`src/rtl/wisc_pkg.sv`:
```
// ---------------------------------------------------------------------------
// wisc_pkg
// Shared constants and types for the WISC pipeline stages.
//   WISC_DATA_WIDTH : width of PC and instruction words
//   WISC_NOP_INSTR  : bubble instruction placed into stage registers
//   HALT_OPCODE     : opcode field value (instr[15:11]) that stops fetch
//   fetch_state_t   : fetch FSM state encoding
// ---------------------------------------------------------------------------
package wisc_pkg;

    localparam int          WISC_DATA_WIDTH = 16;
    localparam logic [15:0] WISC_NOP_INSTR  = 16'h0800;
    localparam logic [4:0]  HALT_OPCODE     = 5'b00000;

    typedef enum logic [1:0] {
        FS_FETCH  = 2'd0,
        FS_WAIT   = 2'd1,
        FS_HALTED = 2'd2
    } fetch_state_t;

endpackage

```
`src/rtl/if_id_latch.sv`:
```
// ---------------------------------------------------------------------------
// if_id_latch
// Generic pipeline stage register: instruction, sequential PC and valid bit.
//   i_clk, i_rst        : clock, synchronous active-high reset
//   i_load              : capture i_instr / i_seq_pc, mark valid
//   i_flush             : insert NOP_INSTR bubble (wins over i_load)
//   i_instr, i_seq_pc   : incoming instruction and its PC+2
//   o_instr, o_seq_pc   : registered instruction and PC+2
//   o_valid             : 1 = real instruction, 0 = bubble
// Neither load nor flush: contents held.
// ---------------------------------------------------------------------------
module if_id_latch
    import wisc_pkg::*;
#(
    parameter int                    DATA_WIDTH = WISC_DATA_WIDTH,
    parameter logic [DATA_WIDTH-1:0] NOP_INSTR  = WISC_NOP_INSTR
) (
    input  logic                  i_clk,
    input  logic                  i_rst,
    input  logic                  i_load,
    input  logic                  i_flush,
    input  logic [DATA_WIDTH-1:0] i_instr,
    input  logic [DATA_WIDTH-1:0] i_seq_pc,
    output logic [DATA_WIDTH-1:0] o_instr,
    output logic [DATA_WIDTH-1:0] o_seq_pc,
    output logic                  o_valid
);

    logic [DATA_WIDTH-1:0] r_instr;
    logic [DATA_WIDTH-1:0] r_seq_pc;
    logic                  r_valid;

    always_ff @(posedge i_clk) begin
        if (i_rst) begin
            r_instr  <= NOP_INSTR;
            r_seq_pc <= '0;
            r_valid  <= 1'b0;
        end else if (i_flush) begin
            r_instr  <= NOP_INSTR;
            r_valid  <= 1'b0;
        end else if (i_load) begin
            r_instr  <= i_instr;
            r_seq_pc <= i_seq_pc;
            r_valid  <= 1'b1;
        end
    end

    assign o_instr  = r_instr;
    assign o_seq_pc = r_seq_pc;
    assign o_valid  = r_valid;

endmodule

```
`src/rtl/fetch_stage.sv`:
```
// ---------------------------------------------------------------------------
// fetch_stage
// Instruction fetch: owns the PC, reads instruction memory (zero-wait or
// multi-cycle) and drives the IF/ID register feeding decode.
//   i_clk, i_rst           : clock, synchronous active-high reset
//   i_stall                : hazard stall, hold IF/ID and PC
//   i_redirect_en/_pc      : taken branch/jump, flush and refetch at target
//   o_imem_rd_en/_addr     : memory read request / address
//   i_imem_data/_done      : memory read data / completion
//   o_instruc_pipe         : IF/ID instruction
//   o_seq_pc_pipe          : IF/ID PC+2
//   o_valid_pipe           : IF/ID holds a real instruction
//   o_halted               : fetch stopped on HALT
//
// state     | meaning
// FS_FETCH  | issue read at PC (suppressed while hold buffer is full)
// FS_WAIT   | read outstanding at r_wait_addr, waiting for done
// FS_HALTED | HALT reached decode, no reads until a redirect
// ---------------------------------------------------------------------------
module fetch_stage
    import wisc_pkg::*;
#(
    parameter int                    DATA_WIDTH = WISC_DATA_WIDTH,
    parameter logic [DATA_WIDTH-1:0] RESET_PC   = '0,
    parameter logic [DATA_WIDTH-1:0] NOP_INSTR  = WISC_NOP_INSTR
) (
    input  logic                  i_clk,
    input  logic                  i_rst,
    input  logic                  i_stall,
    input  logic                  i_redirect_en,
    input  logic [DATA_WIDTH-1:0] i_redirect_pc,
    output logic                  o_imem_rd_en,
    output logic [DATA_WIDTH-1:0] o_imem_addr,
    input  logic [DATA_WIDTH-1:0] i_imem_data,
    input  logic                  i_imem_done,
    output logic [DATA_WIDTH-1:0] o_instruc_pipe,
    output logic [DATA_WIDTH-1:0] o_seq_pc_pipe,
    output logic                  o_valid_pipe,
    output logic                  o_halted
);

    localparam logic [DATA_WIDTH-1:0] PC_STEP = DATA_WIDTH'(2);

    fetch_state_t          r_state;
    fetch_state_t          w_state_nxt;
    logic [DATA_WIDTH-1:0] r_pc;
    logic [DATA_WIDTH-1:0] r_wait_addr;
    logic [DATA_WIDTH-1:0] r_buf_instr;
    logic [DATA_WIDTH-1:0] r_buf_seq_pc;
    logic                  r_buf_valid;
    logic                  r_discard;

    logic                  w_mem_done;
    logic                  w_accept;
    logic                  w_accept_halt;
    logic                  w_drain;
    logic                  w_load;
    logic                  w_flush;
    logic                  w_load_halt;
    logic [DATA_WIDTH-1:0] w_pc_inc;
    logic [DATA_WIDTH-1:0] w_load_instr;
    logic [DATA_WIDTH-1:0] w_load_seq_pc;

    assign w_pc_inc      = r_pc + PC_STEP;
    assign w_mem_done    = o_imem_rd_en & i_imem_done;
    // Data returned in a redirect cycle, or for a read started before an
    // earlier redirect, belongs to the wrong path and is dropped.
    assign w_accept      = w_mem_done & ~r_discard & ~i_redirect_en;
    assign w_accept_halt = w_accept & (i_imem_data[DATA_WIDTH-1 -: 5] == HALT_OPCODE);
    assign w_drain       = r_buf_valid & ~i_stall & ~i_redirect_en;
    assign w_load        = w_drain | (w_accept & ~i_stall);
    assign w_flush       = i_redirect_en | (~i_stall & ~w_load);
    assign w_load_instr  = w_drain ? r_buf_instr  : i_imem_data;
    assign w_load_seq_pc = w_drain ? r_buf_seq_pc : w_pc_inc;
    assign w_load_halt   = w_load & (w_load_instr[DATA_WIDTH-1 -: 5] == HALT_OPCODE);

    always_ff @(posedge i_clk) begin
        if (i_rst) begin
            r_state <= FS_FETCH;
        end else begin
            r_state <= w_state_nxt;
        end
    end

    always_comb begin
        w_state_nxt = r_state;
        if (i_redirect_en) begin
            // An outstanding read must still complete at its old address.
            w_state_nxt = (r_state == FS_WAIT && !i_imem_done) ? FS_WAIT : FS_FETCH;
        end else if (w_load_halt) begin
            w_state_nxt = FS_HALTED;
        end else begin
            case (r_state)
                FS_FETCH:  if (o_imem_rd_en && !i_imem_done) w_state_nxt = FS_WAIT;
                FS_WAIT:   if (i_imem_done) w_state_nxt = FS_FETCH;
                FS_HALTED: w_state_nxt = FS_HALTED;
                default:   w_state_nxt = FS_FETCH;
            endcase
        end
    end

    always_comb begin
        o_imem_rd_en = 1'b0;
        o_imem_addr  = r_pc;
        o_halted     = 1'b0;
        case (r_state)
            FS_FETCH: o_imem_rd_en = ~r_buf_valid;
            FS_WAIT: begin
                o_imem_rd_en = 1'b1;
                o_imem_addr  = r_wait_addr;
            end
            FS_HALTED: o_halted = 1'b1;
            default: ;
        endcase
    end

    always_ff @(posedge i_clk) begin
        if (i_rst) begin
            r_pc         <= RESET_PC;
            r_wait_addr  <= RESET_PC;
            r_buf_instr  <= NOP_INSTR;
            r_buf_seq_pc <= '0;
            r_buf_valid  <= 1'b0;
            r_discard    <= 1'b0;
        end else begin
            // Address of a read is frozen once it leaves FETCH, so the PC
            // may move to a redirect target while the old read drains.
            if (r_state == FS_FETCH) begin
                r_wait_addr <= r_pc;
            end
            if (i_redirect_en) begin
                r_pc        <= i_redirect_pc;
                r_buf_valid <= 1'b0;
                r_discard   <= (r_state == FS_WAIT) & ~i_imem_done;
            end else begin
                if (w_accept && !w_accept_halt) begin
                    r_pc <= w_pc_inc;
                end
                if (w_accept && i_stall) begin
                    r_buf_valid  <= 1'b1;
                    r_buf_instr  <= i_imem_data;
                    r_buf_seq_pc <= w_pc_inc;
                end else if (w_drain) begin
                    r_buf_valid <= 1'b0;
                end
                if (w_mem_done) begin
                    r_discard <= 1'b0;
                end
            end
        end
    end

    if_id_latch #(
        .DATA_WIDTH (DATA_WIDTH),
        .NOP_INSTR  (NOP_INSTR)
    ) u_if_id (
        .i_clk    (i_clk),
        .i_rst    (i_rst),
        .i_load   (w_load),
        .i_flush  (w_flush),
        .i_instr  (w_load_instr),
        .i_seq_pc (w_load_seq_pc),
        .o_instr  (o_instruc_pipe),
        .o_seq_pc (o_seq_pc_pipe),
        .o_valid  (o_valid_pipe)
    );

endmodule

```
`config.mk`:
```
export PLATFORM = sky130hd
export DESIGN_NAME = fetch_stage
export DESIGN_NICKNAME = d
export VERILOG_FILES = /design/src/rtl/wisc_pkg.sv /design/src/rtl/if_id_latch.sv /design/src/rtl/fetch_stage.sv
export SDC_FILE = /design/constraint.sdc
export NUM_CORES = 1
export LEC_CHECK = 0
export ABC_AREA = 1
export CAP_MARGIN = 10
export CORE_ASPECT_RATIO = 0.8
export CORE_UTILIZATION = 56
export DETAILED_ROUTE_END_ITERATION = 8
export PLACE_DENSITY = 0.87
export SLEW_MARGIN = 20
export SYNTH_ARGS = -nofsm -noshare
export SYNTH_HDL_FRONTEND = slang
export SYNTH_SLANG_ARGS = --single-unit
```
`constraint.sdc`:
```
create_clock -name i_clk -period 4.6 [get_ports i_clk]
set_clock_uncertainty 0.1 [all_clocks]
set_input_delay 1.15 -clock i_clk [delete_from_list [all_inputs] [get_ports i_clk]]
set_output_delay 1.15 -clock i_clk [all_outputs]
set_load 0.01 [all_outputs]
```
After elaboration in Yosys (flattened, before gate mapping)
Cells that the tools add are included.
{"block": "word_totals", "regBits": 101, "in_bits": 37, "out_inout_bits": 51, "word_cells": 68}
{"block": "op_classes", "add_sub_neg": 1, "eq_ne": 4, "mux": 17, "n_bitwise": 19, "n_reduce_logical": 17}
{"op": "16-bit two-way mux", "n": 5}
{"op": "16-bit by 2-bit adder with 16-bit output (second input constant)", "n": 1}
{"op": "1-bit bitwise AND", "n": 10}
{"op": "5-bit zero test", "n": 2}
{"op": "2-bit two-way mux", "n": 4}
{"op": "4-bit != test (second input constant)", "n": 2}
{"op": "1-bit NOT", "n": 7}
{"op": "1-bit two-way mux", "n": 6}
{"op": "2-bit case mux with 3 select lines", "n": 1}
{"op": "2-bit AND reduction", "n": 3}
{"op": "2-bit nonzero test", "n": 3}
{"op": "1-bit logical AND", "n": 4}
{"op": "2-bit OR reduction", "n": 2}
{"op": "2-bit by 1-bit equality test with 1-bit output (second input constant)", "n": 1}
{"op": "2-bit equality test (second input constant)", "n": 1}
{"op": "1-bit zero test", "n": 2}
{"op": "2-bit zero test", "n": 1}
{"op": "1-bit bitwise OR", "n": 2}
{"op": "1-bit case mux with 2 select lines", "n": 1}

Longest topological paths before layout
{"block": "depth", "ltp_word": 12, "ltp_mapped": 12, "depth_no_buf": 12}

By module
Synthesis repeated with hierarchy kept, for this count alone.
{"block": "hier_totals", "cells_unflattened": 691, "area_unflattened_um2": 4789.6}
{"module": "fetch_stage", "n_inst": 1, "cells_each": 514, "area_per_inst_um2": 3425.8, "seq_area_each_um2": 1361.3}
{"module": "if_id_latch", "n_inst": 1, "cells_each": 177, "area_per_inst_um2": 1363.8, "seq_area_each_um2": 660.6}

Worst setup path after synthesis
OpenSTA, ideal clock, no wires.
{"block": "synth_timing", "path_kind": "flip-flop to output port", "start": "register r_state[1]", "end": "output port o_imem_addr[10]", "arrival_ns": 1.060, "required_ns": 3.350, "path_slack_ns": 2.290, "stages_incl_launch_ff": 7, "path_buffers": 1, "cell_sequence": "dfxtp_1 inv_1 nand2_1 inv_1 clkbuf_1 nand2_1 o21ai_0"}
{"block": "synth_between", "elab_chain_cells": 2}
{"item": "start: declaration", "line": "fetch_stage.sv:44", "source": "fetch_state_t r_state;"}
{"item": "start signal: assignment", "line": "fetch_stage.sv:81", "source": "r_state <= w_state_nxt;"}
{"item": "2-bit by 1-bit equality test with 1-bit output", "line": "fetch_stage.sv:106", "source": "case (r_state)"}
{"item": "16-bit two-way mux", "line": "fetch_stage.sv:106"}
{"item": "end: declaration", "line": "fetch_stage.sv:33", "source": "output logic [DATA_WIDTH-1:0] o_imem_addr,"}
No other way between the ends.

Worst setup path after layout
{"block": "layout_timing", "start": "register r_state[1]", "end": "output port o_imem_addr[15]"}
The elaborated chain is that of the path after synthesis.

==> flow_summary.toml <==
[setup_path]
cp_max_fo = 31
worstPathCellList = "inv_1 -> nand2_1 -> inv_1 -> nand2_1 -> o21ai_0 -> clkdlybuf4s50_1"
slowest_stage = "inv_1"
crit_arrival_ns = 2.33
slowest_delay_ns = 0.59
crit_type = "reg2out"
rrSetupSlack_ns = 2.55
required_ns = 3.35
endpoint_kind = "primary output"
crit_path_start_kind = "flop"

[pwr]
intPower_mw = 1.24
p_sw_mw = 0.507
pwr-share-seq_pct = 54.1
p_clk_share_pct = 31.4
p_per_area_nw_per_um2 = 311
p_leak_nw = 2.24
swShare_pct = 29.0
comb_power_share_pct = 14.6
peakVddDrop_mv = 0.189

[die]
die_w_um = 103
num_rows = 28
core-area_um2 = 7600
io_pins = 88
dieArea_um2 = 8470
die_h_um = 82.5
start_util_pct = 59.7

[placed_design]
hpwl_um = 8300
pre_cts_slack_ns = 1.11
gp_congestion = 0.928
place_inst = 809
port_buffers = 87
place_area_um2 = 5420

[logic_synthesis]
synth_cells = 644
synthMuxAreaShare_pct = 0
synthAdderAreaFrac_pct = 0.276
synth-compound-area-share_pct = 22.7
synth_top_family_by_area = "simple AND/OR/NAND/NOR gates"
syn_avg_cell_area_um2 = 7.04
ys_seq_elements = 101
ys_warn_count = 0
synth-xor-area-share_pct = 0.966
syn_area_um2 = 4540
ys_seq_area_share_pct = 44.6
ys_types = 32
synth_fp_nets = 682
yosys.area_share.simple_pct = 22.8

[run]
maxCapViolCount = 0

[global_route]
grt_pass1_vias = 4166
grt_usage_pct = 29.6
gr-total-overflow = 0
grt_max_degree = 62
grt_pass1_wl_um = 19300
antenna_found_initial = 0

[route]
wire_per_inst_um = 14.5
wl_um = 11900
viasPerCell = 5.54
num_vias = 4572
drt_iter0_drc = 315
dr.pass1.iters = 7
ant_nets = 0
drcViolationCount = 0

[clocking]
cts_tree = "done"
cts_resized = 0
post_cts_buffers = 0
cts-root-buf = "clkbuf_8"
clk_pin_slew_ns = 0.10
insertion_delay_ns = 0.36
numClockSinks = 101
cts_buffers = 9
cts_hold_buf = 0
htree_levels = 3
cts_buffer_depth = 2

[finish]
drive_above_1_share_pct = 6.11
finalInstanceArea_um2 = 5620
nets = 753
layout_common_cells = "nand2_1, dfxtp_1, o21ai_0"
antennaDiodeCount = 0
layout.cells.non_filler = 825
final_common_cell = "nand2_1"
areaGrowthSynthToFinish_pct = 23.8
fin_util_pct = 73.9

[min_path]
hold_path.class = "reg2reg"

[timing]
tightest_slew_ns = 0.763
setup_viol = 0
hold_violations = 0
fin_crit_sh_pct = 77.8
layout_min_cycle_time_ns = 3.58
timing.final.ws_setup_ns = 1.02
timing.slew.headroom_pct = 49.1
max_freq_mhz = 279
fin_setup_tns_ns = 0
rsz0062_at_grt = "false"
drv_slew = 0

[run_status]
status = "finished clean"
==> synthesized netlist by cell type <==
master,instances,area share [%]
buf_6,3,0.74
nand2_1,168,14
xor2_1,5,0.97
a21oi_1,80,8.8
nor2_2,1,0.14
nand3_1,20,2.2
nand4_2,1,0.28
o21ai_0,91,10
nor2_4,1,0.25
and2_1,1,0.14
buf_4,1,0.17
o211ai_2,1,0.28
clkbuf_1,19,1.6
ha_1,1,0.28
inv_1,54,4.5
or2_0,1,0.14
nand3_2,3,0.66
or2_2,4,0.55
a211oi_1,2,0.33
buf_1,1,0.083
buf_2,10,1.1
o211ai_1,1,0.17
nand4_1,5,0.69
inv_2,6,0.50
nor3_2,1,0.22
a31oi_1,12,1.7
nor3_1,6,0.66
dfxtp_1,101,45
nand2_2,3,0.41
o21ai_1,4,0.44
a22oi_1,6,0.99
nor2_1,31,2.6
==> final cells by class <==
type / instances / area [um^2]
Multi-Input combinational cell: 449 / 2120
Clock inverter: 7 / 67.6
Sequential cell: 101 / 2020
Timing Repair Buffer: 94 / 923
Fill cell: 662 / 1990
Clock buffer: 9 / 124
Inverter: 60 / 225
Tap cell: 105 / 131
==> kinds of logic after synthesis <==
family / Yosys count
XOR/XNOR: 5
adder cells (fa/ha/maj): 1
AND/OR/NAND/NOR: 246
buffers and inverters: 94
AO/OA/AOI/OAI: 197
flip-flops: 101
==> critical path, delay by kind of cell, from the launching register on <==
family | cells | cell delay [ns]
compound gates | 1 | 0.11
simple gates | 2 | 0.24
buf+inv | 3 | 1.28
flops | 1 | 0.34
==> layer usage <==
| metal | share of wire (%) | global-route usage [%] |
|---|---|---|
| met1 | 45 | 40.7 |
| met2 | 46 | 46.3 |
| met3 | 7.8 | 6.73 |
| met4 | 1.3 | 8.71 |
| met5 | 0 | 0 |
==> stage by stage <==
stage	power, mW	hold slack, ns
2_1_floorplan	1.10	0.325
3_3_place_gp	1.21	0.334
3_5_place_dp	1.21	0.343
4_1_cts	1.75	0.355
5_1_grt	1.83	0.378
6_report	1.75	0.355
==> power groups by stage <==
stage | registers, mW | clock network [mW] | logic (mW)
2_1_floorplan | 0.960 | 0 | 0.140
3_3_place_gp | 0.961 | 0 | 0.245
3_5_place_dp | 0.963 | 0 | 0.251
4_1_cts | 0.943 | 0.555 | 0.253
5_1_grt | 0.949 | 0.596 | 0.283
6_report | 0.944 | 0.547 | 0.254
==> state kept, by name, summed over array words and instances, names as in the netlist <==
signal,cells
r_buf_valid,1
u_if_id.o_instr,16
r_buf_seq_pc,16
r_state,2
r_wait_addr,16
r_pc,16
u_if_id.o_seq_pc,16
u_if_id.o_valid,1
r_buf_instr,16
r_discard,1
==> path summary, 6_finish.rpt <==
check | cells after the start | start | endpoint
min reg2reg | 2 | r_buf_instr[2] | r_buf_instr[2]
max reg2reg | 10 | r_state[1] | r_buf_instr[15]
min | 2 | r_buf_instr[2] | r_buf_instr[2]
max | 6 | r_state[1] | o_imem_addr[15]
Power figures use the tool's default switching activity.
==> RTL change, RTL diff (same flow settings) <==
The package constant `WISC_DATA_WIDTH` goes from 16 to 32.
--- a/src/rtl/wisc_pkg.sv
+++ b/src/rtl/wisc_pkg.sv
@@ -8,7 +8,7 @@
 // ---------------------------------------------------------------------------
 package wisc_pkg;
 
-    localparam int          WISC_DATA_WIDTH = 16;
+    localparam int          WISC_DATA_WIDTH = 32;
     localparam logic [15:0] WISC_NOP_INSTR  = 16'h0800;
     localparam logic [4:0]  HALT_OPCODE     = 5'b00000;
 
Ports: changed (5 resized); port bits go from 88 to 168. No check against the original RTL was run, so the function may have changed too.
==> RTL change against the unedited design <==
  * Synthesized cell count increased by 100%
  * Register-to-register slack got worse by 430 ps
  * Via count increased by 100%
  * Critical path depth unchanged
  * Design area increased by 100%
  * Global-route usage increased by 3.5 points
  * Setup slack got worse by 230 ps
  * Sequential cell count increased by 96
  * Clock power increased to 2.5 times the old value
  * Area after synthesis increased by 100%
  * Power increased by 120%
  * Wire length increased by 130%
  * Core utilization decreased by 1.9 points
  * Critical endpoint is now o_imem_addr[8]
  * Largest power group unchanged
  * Highest routed layer unchanged
==> RTL change: results (changes against the unedited design) <==
Total GRT Usage = 0.3306 (+0.03504)
Hpwl dp = 18.49 mm (+120%)
Area contributors post-synth = dfxtp_1, nand2_1, o21ai_0, a21oi_1, inv_1
H-tree levels = 4 (+1)
Leakage Power = 4.424 nW (+97%)
Clk root buf = clkbuf_16
Status = completed
Gpl congestion = 0.9723 (+4.8%)
Vias per inst = 5.607 (+1.2%)
Pin count of the biggest net entering global routing = 125 (+100%)
TritonRoute pass-1 iters = 6 (-1)
Post-Syn Nets = 1383 (+100%)
Multi-input combinational cell area = 4335 µm² (+100%)
Routed WL per cell = 16.26 µm (+12%)
Worst Path Max Fanout = 28 (-9.7%)
Fillers = 1278 (+93%)
Slew @ Worst Pin = 727.0 ps (-35.92 ps)
Layout Cells excl Fill = 1662 (+100%)
Iteration-0 DRC Markers = 929 (+190%)
IO Port Bufs = 167 (+92%)
Final net count = 1504 (+100%)
Dpl cells = 1629 (+100%)
First-pass GRT wire length = 42.79 mm (+120%)
Worst endpoint data arrival time = 2560 ps (+230 ps)
Synth cell types = 40 (+25%)
Worst vdd ir = 0.2663 mV (+41%)
Number of global-route vias before repair = 8631 (+110%)
Setup slack at placement = 493.5 ps (-617.6 ps)
Seq/Total Area, Yosys = 0.4343 (-0.01145)
Cts bufs inserted = 17 (+8)
## RTL change: kinds of logic after synthesis
family | after synthesis | synth area share
AOI/OAI and AO/OA | 398 | 0.2304
xor gates and xnor gates | 11 | 0.01061
adders and majority gates | 1 | 0.001378
buffers and inverters | 203 | 0.08984
DFF | 197 | 0.4343
and+or+nand+nor | 503 | 0.2334
## RTL change: final cells by class
class / count / share of cell area
flip-flops and latches: 197 / 0.3468
multi-input cells: 913 / 0.3812
well taps: 215 / 0.02365
inverters: 122 / 0.04026
clock buffers: 22 / 0.04081
clock inverters: 10 / 0.006491
repair buffers: 183 / 0.1608
## RTL change: critical path, cell delays in order (launching register included)
cell	delay, ps
dfxtp_1	390
inv_2	90
nor2_4	510
buf_4	370
nand2_1	90
o21ai_0	90
clkdlybuf4s50_1	570
## RTL change: stage by stage
step	instance area [µm²]	hold slack, ps	util
detailed placement	10820	341.6	0.6845
global placement	10820	333.4	0.6845
finish	11370	350.7	0.7198
floorplan	9080	324.5	-
global route	11370	366.4	0.7198
CTS	11350	350.3	0.7186
## RTL change: power by group
group	leakage [nW]	total [W]	switching, W	internal, W
Combinational	2.56	0.000566	0.000326	0.000240
Sequential	1.61	0.00186	0.0000589	0.00180
Clock	0.254	0.00139	0.000668	0.000724
Total	4.42	0.00382	0.00105	0.00276
## RTL change: per-layer routing
layer | GRT usage | vias up | part of all wire
met5 | 0 | - | 0
met2 | 0.5144 | 408 | 0.46
met1 | 0.4459 | 4308 | 0.43
met3 | 0.08058 | 56 | 0.087
met4 | 0.1200 | 0 | 0.026
li1 | - | 4547 | -
## RTL change: final timing paths
kind,start,endpoint,slack [ps],depth (start not counted)
hold reg to reg,r_buf_instr[9],r_buf_instr[9],350,2
setup reg to reg,r_buf_valid,u_if_id.o_instr[11],2120,6
hold / removal,r_buf_instr[9],r_buf_instr[9],350,2
setup / recovery,r_state[0],o_imem_addr[8],790,6
